<file path="config.mk">
export PLATFORM = sky130hd
export DESIGN_NAME = stack_bus_lane_arbiter
export DESIGN_NICKNAME = d
export VERILOG_FILES = /design/src/rtl/stack_bus_pkg.sv /design/src/rtl/stack_bus_rr_arbiter.sv /design/src/rtl/stack_bus_lane_arbiter.sv
export SDC_FILE = /design/constraint.sdc
export NUM_CORES = 1
export LEC_CHECK = 0
export CAP_MARGIN = 20
export CORE_AREA = 2 2 135 137
export CTS_BUF_LIST = sky130_fd_sc_hd__clkbuf_8 sky130_fd_sc_hd__clkbuf_16
export DETAILED_ROUTE_END_ITERATION = 12
export DIE_AREA = 0 0 137 139
export PLACE_DENSITY = 0.84
export SYNTH_ARGS = -nofsm -noshare
export SYNTH_HDL_FRONTEND = slang
export SYNTH_SLANG_ARGS = --single-unit
</file>
<file path="constraint.sdc">
create_clock -name clk -period 8.9 [get_ports clk]
set_input_delay 0.89 -clock clk [delete_from_list [all_inputs] [get_ports clk]]
set_output_delay 0.89 -clock clk [all_outputs]
set_load 0.005 [all_outputs]
</file>
<file path="src/rtl/stack_bus_pkg.sv">
// -----------------------------------------------------------------------------
// stack_bus_pkg
// Shared definitions for the stack bus lane logic.
//   - cntl framing encodings (SOM / MOM / EOM / SOD)
//   - arbitration mode enum
//   - lane ownership state enum
//   - small helpers to classify a framing code
// -----------------------------------------------------------------------------
package stack_bus_pkg;

    // Framing codes. Bit 1 marks a packet head (SOM/SOD), bit 0 marks a
    // packet tail (EOM/SOD); SOD is both head and tail.
    localparam logic [1:0] CNTL_MOM = 2'b00;
    localparam logic [1:0] CNTL_EOM = 2'b01;
    localparam logic [1:0] CNTL_SOM = 2'b10;
    localparam logic [1:0] CNTL_SOD = 2'b11;

    typedef enum logic {
        ARB_ROUND_ROBIN = 1'b0,
        ARB_FIXED_PRIO  = 1'b1
    } arb_mode_e;

    typedef enum logic {
        ST_IDLE = 1'b0,
        ST_XFER = 1'b1
    } state_e;

    // True for SOM or SOD: the beat opens a packet.
    function automatic logic cntl_is_head(input logic [1:0] cntl);
        return cntl[1];
    endfunction

    // True for EOM or SOD: the beat closes a packet.
    function automatic logic cntl_is_tail(input logic [1:0] cntl);
        return cntl[0];
    endfunction

endpackage

</file>
<file path="src/rtl/stack_bus_rr_arbiter.sv">
// -----------------------------------------------------------------------------
// stack_bus_rr_arbiter
// Rotate-priority encoder: the first requester found when scanning upward
// from 'ptr' (wrapping at NUM_REQ) wins. Tie 'ptr' to 0 for plain fixed
// priority (lowest index wins).
// Ports:
//   req         in   NUM_REQ    request vector
//   ptr         in   IW         index where the scan starts
//   grant       out  NUM_REQ    one-hot grant (all zero when no request)
//   grant_idx   out  IW         encoded winner index
//   grant_valid out  1          at least one request present
// -----------------------------------------------------------------------------
module stack_bus_rr_arbiter #(
    parameter int NUM_REQ = 4
) (
    input  logic [NUM_REQ-1:0]         req,
    input  logic [$clog2(NUM_REQ)-1:0] ptr,
    output logic [NUM_REQ-1:0]         grant,
    output logic [$clog2(NUM_REQ)-1:0] grant_idx,
    output logic                       grant_valid
);

    localparam int IW = $clog2(NUM_REQ);

    // Scan all positions starting at ptr; the first hit sticks.
    always_comb begin
        int              cand_s;
        logic [IW-1:0]   cand_idx_s;
        logic            hit_s;
        logic [NUM_REQ-1:0] onehot_s;
        grant       = '0;
        grant_idx   = '0;
        grant_valid = 1'b0;
        cand_s      = 0;
        cand_idx_s  = '0;
        hit_s       = 1'b0;
        onehot_s    = '0;
        for (int i = 0; i < NUM_REQ; i++) begin
            cand_s = int'(ptr) + i;
            cand_s = (cand_s >= NUM_REQ) ? (cand_s - NUM_REQ) : cand_s;
            cand_idx_s = IW'(cand_s);
            hit_s      = !grant_valid && req[cand_idx_s];
            onehot_s   = '0;
            onehot_s[cand_idx_s] = 1'b1;
            grant       = hit_s ? onehot_s : grant;
            grant_idx   = hit_s ? cand_idx_s : grant_idx;
            grant_valid = grant_valid | hit_s;
        end
    end

endmodule

</file>
<file path="src/rtl/stack_bus_lane_arbiter.sv">
// -----------------------------------------------------------------------------
// stack_bus_lane_arbiter
// Merges NUM_SRC manager packet streams onto one credit-flow-controlled
// stack-bus lane toward a PE. Arbitration is per packet (round-robin or
// fixed priority); a packet owns the lane from its head beat to its tail.
// Ports:
//   clk                      in   1                   block clock
//   reset_poweron            in   1                   async active-low reset
//   src__sbl__valid          in   NUM_SRC             per-source beat valid
//   src__sbl__cntl           in   2*NUM_SRC           per-source framing
//   src__sbl__data           in   DATA_WIDTH*NUM_SRC  per-source payload
//   sbl__src__ready          out  NUM_SRC             per-source beat accept
//   sbl__dst__valid          out  1                   lane beat valid
//   sbl__dst__cntl           out  2                   lane framing
//   sbl__dst__data           out  DATA_WIDTH          lane payload
//   sbl__dst__src_id         out  clog2(NUM_SRC)      originating source
//   dst__sbl__credit         in   1                   credit return pulse
//   sbl__stat__credits       out  clog2(CREDITS+1)    credits available
//   sbl__stat__protocol_err  out  1                   sticky protocol error
// -----------------------------------------------------------------------------
module stack_bus_lane_arbiter
    import stack_bus_pkg::*;
#(
    parameter int NUM_SRC    = 4,
    parameter int DATA_WIDTH = 64,
    parameter int CREDITS    = 8,
    parameter int ARB_MODE   = 0
) (
    input  logic                            clk,
    input  logic                            reset_poweron,
    input  logic [NUM_SRC-1:0]              src__sbl__valid,
    input  logic [2*NUM_SRC-1:0]            src__sbl__cntl,
    input  logic [DATA_WIDTH*NUM_SRC-1:0]   src__sbl__data,
    output logic [NUM_SRC-1:0]              sbl__src__ready,
    output logic                            sbl__dst__valid,
    output logic [1:0]                      sbl__dst__cntl,
    output logic [DATA_WIDTH-1:0]           sbl__dst__data,
    output logic [$clog2(NUM_SRC)-1:0]      sbl__dst__src_id,
    input  logic                            dst__sbl__credit,
    output logic [$clog2(CREDITS+1)-1:0]    sbl__stat__credits,
    output logic                            sbl__stat__protocol_err
);

    localparam int IW = $clog2(NUM_SRC);
    localparam int CW = $clog2(CREDITS+1);
    localparam logic [CW-1:0] CREDITS_MAX = CW'(CREDITS);
    localparam logic [IW-1:0] LAST_IDX    = IW'(NUM_SRC-1);
    localparam arb_mode_e     MODE        = arb_mode_e'(ARB_MODE[0]);

    // Registered state
    state_e                 state_r;
    logic [IW-1:0]          owner_r;
    logic [IW-1:0]          ptr_r;
    logic [CW-1:0]          credits_r;
    logic                   err_r;
    logic                   dst_valid_r;
    logic [1:0]             dst_cntl_r;
    logic [DATA_WIDTH-1:0]  dst_data_r;
    logic [IW-1:0]          dst_src_id_r;

    // Combinational decode
    logic [1:0]             cntl_s [NUM_SRC];
    logic [DATA_WIDTH-1:0]  data_s [NUM_SRC];
    logic [NUM_SRC-1:0]     head_req_s;
    logic [NUM_SRC-1:0]     stray_s;
    logic [NUM_SRC-1:0]     arb_grant_s;
    logic [IW-1:0]          arb_idx_s;
    logic                   arb_valid_s;
    logic [IW-1:0]          arb_ptr_s;
    logic                   credit_avail_s;
    logic [NUM_SRC-1:0]     ready_s;
    logic                   accept_s;
    logic                   pkt_end_s;
    logic                   err_evt_s;
    logic [IW-1:0]          sel_idx_s;
    logic [IW-1:0]          ptr_next_s;
    state_e                 next_state_s;
    logic [CW-1:0]          credits_next_s;
    logic                   credit_over_s;

    // Slice the flattened source buses and classify each presented beat.
    always_comb begin
        for (int i = 0; i < NUM_SRC; i++) begin
            cntl_s[i]     = src__sbl__cntl[2*i +: 2];
            data_s[i]     = src__sbl__data[DATA_WIDTH*i +: DATA_WIDTH];
            head_req_s[i] = src__sbl__valid[i] &&  cntl_is_head(cntl_s[i]);
            stray_s[i]    = src__sbl__valid[i] && !cntl_is_head(cntl_s[i]);
        end
    end

    assign arb_ptr_s      = (MODE == ARB_FIXED_PRIO) ? '0 : ptr_r;
    assign credit_avail_s = (credits_r != '0);
    assign ptr_next_s     = (sel_idx_s == LAST_IDX) ? '0 : (sel_idx_s + IW'(1));

    stack_bus_rr_arbiter #(
        .NUM_REQ     (NUM_SRC)
    ) u_arb (
        .req         (head_req_s),
        .ptr         (arb_ptr_s),
        .grant       (arb_grant_s),
        .grant_idx   (arb_idx_s),
        .grant_valid (arb_valid_s)
    );

    // Ready generation, beat acceptance and next-state decision.
    always_comb begin
        ready_s      = '0;
        accept_s     = 1'b0;
        pkt_end_s    = 1'b0;
        err_evt_s    = 1'b0;
        sel_idx_s    = owner_r;
        next_state_s = state_r;
        case (state_r)
            ST_IDLE: begin
                // Headless beats (MOM/EOM) are swallowed here without a credit.
                ready_s   = stray_s;
                err_evt_s = |stray_s;
                sel_idx_s = arb_idx_s;
                if (arb_valid_s && credit_avail_s) begin
                    ready_s      = stray_s | arb_grant_s;
                    accept_s     = 1'b1;
                    pkt_end_s    = cntl_is_tail(cntl_s[arb_idx_s]);
                    next_state_s = pkt_end_s ? ST_IDLE : ST_XFER;
                end else begin
                    next_state_s = ST_IDLE;
                end
            end
            ST_XFER: begin
                ready_s[owner_r] = credit_avail_s;
                accept_s         = src__sbl__valid[owner_r] && credit_avail_s;
                if (accept_s) begin
                    // A head code inside a packet is forwarded but flagged;
                    // SOD additionally closes the packet.
                    pkt_end_s    = cntl_is_tail(cntl_s[owner_r]);
                    err_evt_s    = cntl_is_head(cntl_s[owner_r]);
                    next_state_s = pkt_end_s ? ST_IDLE : ST_XFER;
                end else begin
                    next_state_s = ST_XFER;
                end
            end
            default: begin
                next_state_s = ST_IDLE;
            end
        endcase
    end

    // Credit count next value: consume and return together cancel out.
    always_comb begin
        credits_next_s = credits_r;
        credit_over_s  = 1'b0;
        case ({accept_s, dst__sbl__credit})
            2'b10: begin
                credits_next_s = credits_r - CW'(1);
            end
            2'b01: begin
                if (credits_r == CREDITS_MAX) begin
                    credit_over_s  = 1'b1;
                    credits_next_s = credits_r;
                end else begin
                    credits_next_s = credits_r + CW'(1);
                end
            end
            default: begin
                credits_next_s = credits_r;
            end
        endcase
    end

    // Lane ownership FSM and round-robin pointer.
    always_ff @(posedge clk or negedge reset_poweron) begin
        if (!reset_poweron) begin
            state_r <= ST_IDLE;
            owner_r <= '0;
            ptr_r   <= '0;
        end else begin
            state_r <= next_state_s;
            if (accept_s && (state_r == ST_IDLE)) begin
                owner_r <= sel_idx_s;
            end
            if (accept_s && pkt_end_s) begin
                ptr_r <= ptr_next_s;
            end
        end
    end

    // Credit counter and sticky protocol error flag.
    always_ff @(posedge clk or negedge reset_poweron) begin
        if (!reset_poweron) begin
            credits_r <= CREDITS_MAX;
            err_r     <= 1'b0;
        end else begin
            credits_r <= credits_next_s;
            err_r     <= err_r | err_evt_s | credit_over_s;
        end
    end

    // Lane output register: one cycle of latency, valid for one cycle per beat.
    always_ff @(posedge clk or negedge reset_poweron) begin
        if (!reset_poweron) begin
            dst_valid_r  <= 1'b0;
            dst_cntl_r   <= 2'b00;
            dst_data_r   <= '0;
            dst_src_id_r <= '0;
        end else begin
            dst_valid_r <= accept_s;
            if (accept_s) begin
                dst_cntl_r   <= cntl_s[sel_idx_s];
                dst_data_r   <= data_s[sel_idx_s];
                dst_src_id_r <= sel_idx_s;
            end
        end
    end

    // Ready is combinational so the first beat is taken in the grant cycle;
    // it is forced low while reset is held.
    assign sbl__src__ready         = reset_poweron ? ready_s : '0;
    assign sbl__dst__valid         = dst_valid_r;
    assign sbl__dst__cntl          = dst_cntl_r;
    assign sbl__dst__data          = dst_data_r;
    assign sbl__dst__src_id        = dst_src_id_r;
    assign sbl__stat__credits      = credits_r;
    assign sbl__stat__protocol_err = err_r;

endmodule

</file>
==> flow_metrics.env <==
export IMPL_drtIter0Drc=475
export IMPL_hp_class="register to register"
export IMPL_netlist_area_mm2=0.00608
export IMPL_synthAdderAreaFrac=0.0177
export IMPL_r2r_setup_slack_ns=4.23
export IMPL_clk_path_buf_depth=2
export IMPL_synth_top_area_share=0.321
export IMPL_first_pass_iters=5
export IMPL_vias=7035
export IMPL_ys_flop_type="dfrtp_1"
export IMPL_overflow=0
export IMPL_vias_per_cell=6.01
export IMPL_route_antenna_remaining_nets=0
export IMPL_synth_xor_area_frac=0.00288
export IMPL_clock_skew_ns=0.0201
export IMPL_cts_buffers=9
export IMPL_async_flop_share=1.00
export IMPL_final_cell_area_mm2=0.00987
export IMPL_fp_coreArea_mm2=0.0177
export IMPL_ir_drop_uv=198
export IMPL_track_usage=0.264
export IMPL_postCtsSetupRepairBufs=0
export IMPL_slew_headroom=0.264
export IMPL_syn_num_nets=925
export IMPL_row_count=49
export IMPL_yosysWarnings=0
export IMPL_status="finished, final reports clean"
export IMPL_cap_violations=0
export IMPL_period_minus_slack_ns=4.71
export IMPL_drc=0
export IMPL_cts_tree="built"
export IMPL_slew_viol_final=0
export IMPL_clk_pin_slew_worst_paths_ns=0.07
export IMPL_utilization=0.559
export IMPL_yosys_area_top_type="dfrtp_1"
export IMPL_antenna_found_initial=3
export IMPL_crit_path_end_kind="output port"
export IMPL_wl_um=25900
export IMPL_tightest_slew_ns=1.10
export IMPL_ys_ff_latch=79
export IMPL_grt_pass1_wl_um=39400
export IMPL_worstPathMaxFanout=17
export IMPL_worst_setup_path_start_kind="register"
export IMPL_final_nets=1212
export IMPL_cts_sinks=79
export IMPL_cp_data_arrival_time_ns=3.82
export IMPL_die_area_mm2=0.0190
export IMPL_initial_core_util=0.344
export IMPL_cts_hold_buf=0
export IMPL_post_route_period_util=0.530
export IMPL_clock_latency_ns=0.34
export IMPL_cts_resized_gates=0
export IMPL_grt_pass1_vias=6855
export IMPL_crit_type="register to output port"
export IMPL_chipHeight_um=139
export IMPL_yosys_area_share_simple=0.102
export IMPL_required_ns=8.01
export IMPL_grt_max_degree=97
export IMPL_io_pins=349
export IMPL_ys_types=56
export IMPL_drive_gt1_frac=0.0928
export IMPL_total_power_mw=3.58
export IMPL_placed_cell_area_mm2=0.00953
export IMPL_setup_tns_ns=0
export IMPL_globalplace_congestion=0.972
export IMPL_synth_mux_area_frac=0.0239
export IMPL_synth_top_family_by_area="compound AO/OA/AOI/OAI gates"
export IMPL_synth_avg_cell_area_um2=9.41
export IMPL_die_x_um=137
export IMPL_htreeDepth=3
export IMPL_synth_edff_count=0
export IMPL_netlist_instances=646
export IMPL_synth_area_leaders="dfrtp_1 (32%), o2111a_1 (12%), a221oi_2 (10%), a31oi_1 (6.9%), a21oi_1 (6.0%)"
export IMPL_synth_compound_area_share=0.452
export IMPL_syn_to_final_growth_pct=62.3
export IMPL_rsz0062_at_grt="false"
export IMPL_post_drt_wl_per_cell_um=22.2
export IMPL_setup_viol=0
export IMPL_root_buffer="clkbuf_16"
export IMPL_dpl_worst_slack_ns=4.24
export IMPL_hpwl_um=18100
export IMPL_powerDensity_mw_per_mm2=363
export IMPL_portBuffers=348
export IMPL_synthTopCellsByCount="dfrtp_1 (78), nor2_1 (74), a21oi_1 (73)"
export IMPL_fmax_ghz=0.212
export IMPL_finalHoldViolCount=0
export IMPL_finalWorstSetupSlack_ns=4.19
export IMPL_yosysSeqAreaShare=0.325
export IMPL_leakage_nw=3.67
export IMPL_yosysMostFrequentCell="dfrtp_1"
power breakdown:
part	internal [mW]	leakage (nW)	switching, mW	total [mW]
Clock	0.271	0.173	0.156	0.427
Combinational	1.09	2.59	1.29	2.38
Sequential	0.562	0.902	0.210	0.772
Total	1.93	3.67	1.66	3.58
flip-flops by register name (all words and copies together) (netlist names):
register                 flops
sbl__dst__src_id             2
state_r                      1
sbl__stat__protocol_err      1
sbl__dst__valid              1
sbl__stat__credits           4
arb_ptr_s                    2
owner_r                      2
sbl__dst__cntl               2
sbl__dst__data              64
metrics by stage:
stage | hold WS (ns) | std cells
4_1_cts | 0.507 | 1167
2_1_floorplan | 0.473 | 646
6_report | 0.508 | 1170
3_3_place_gp | 0.464 | 1151
3_5_place_dp | 0.479 | 1151
5_1_grt | 0.521 | 1170
metal layers:
layer / up-vias / track usage / routed length (µm)
met4: 0 / 0.0901 / 727
li1: 3216 / - / -
met5: - / 0 / 0
met2: 380 / 0.427 / 12700
met1: 3387 / 0.346 / 10700
met3: 52 / 0.0588 / 1890
worst max-delay path, cell delays in order (launching register included):
cell,delay [ns]
dfrtp_1,0.68
inv_2,0.20
ha_1,0.55
and3b_1,0.26
o31ai_1,0.38
nor2_1,0.16
a222oi_1,0.32
a21oi_1,0.14
o311a_1,0.36
clkdlybuf4s50_1,0.44
area by class of cell:
cell class                      count  area [µm²]
Tap cell                          229         287
Inverter                            7        26.3
Timing Repair Buffer              358        3560
Clock inverter                      7         106
Clock buffer                        9         225
Antenna cell                        3        7.51
Multi-Input combinational cell    478        3680
Fill cell                        1532        7790
Sequential cell                    79        1980
layout by cell type (no fill, tap or decap), types with 11 or more instances in the layout:
| cell | synthesis | routed |
|---|---|---|
| a21oi_1 | 73 | 73 |
| a221oi_1 | 27 | 27 |
| a221oi_2 | 41 | 41 |
| a31oi_1 | 67 | 67 |
| buf_4 | 2 | 11 |
| clkdlybuf4s50_1 | 0 | 347 |
| dfrtp_1 | 78 | 77 |
| nand2_1 | 22 | 21 |
| nor2_1 | 74 | 74 |
| o2111a_1 | 66 | 66 |
| o21ai_0 | 11 | 11 |
cells by family after synthesis:
group           count (synthesis)
buf+inv                        89
xor+xnor                        2
compound gates                321
simple gates                  138
mux                             9
fa+ha+maj                       8
flops                          79
worst paths after layout:
check	start	to	cells after the start
setup / recovery	arb_ptr_s[0]	sbl__src__ready[2]	9
hold / removal	sbl__dst__src_id[1]	sbl__dst__src_id[1]	2
setup reg to reg	arb_ptr_s[0]	sbl__dst__data[32]	9
hold reg to reg	sbl__dst__src_id[1]	sbl__dst__src_id[1]	2
max in group asynchronous	reset_poweron	state_r	2
min in group asynchronous	reset_poweron	sbl__dst__data[25]	1
No activity file was read; power rests on OpenSTA's default activity.
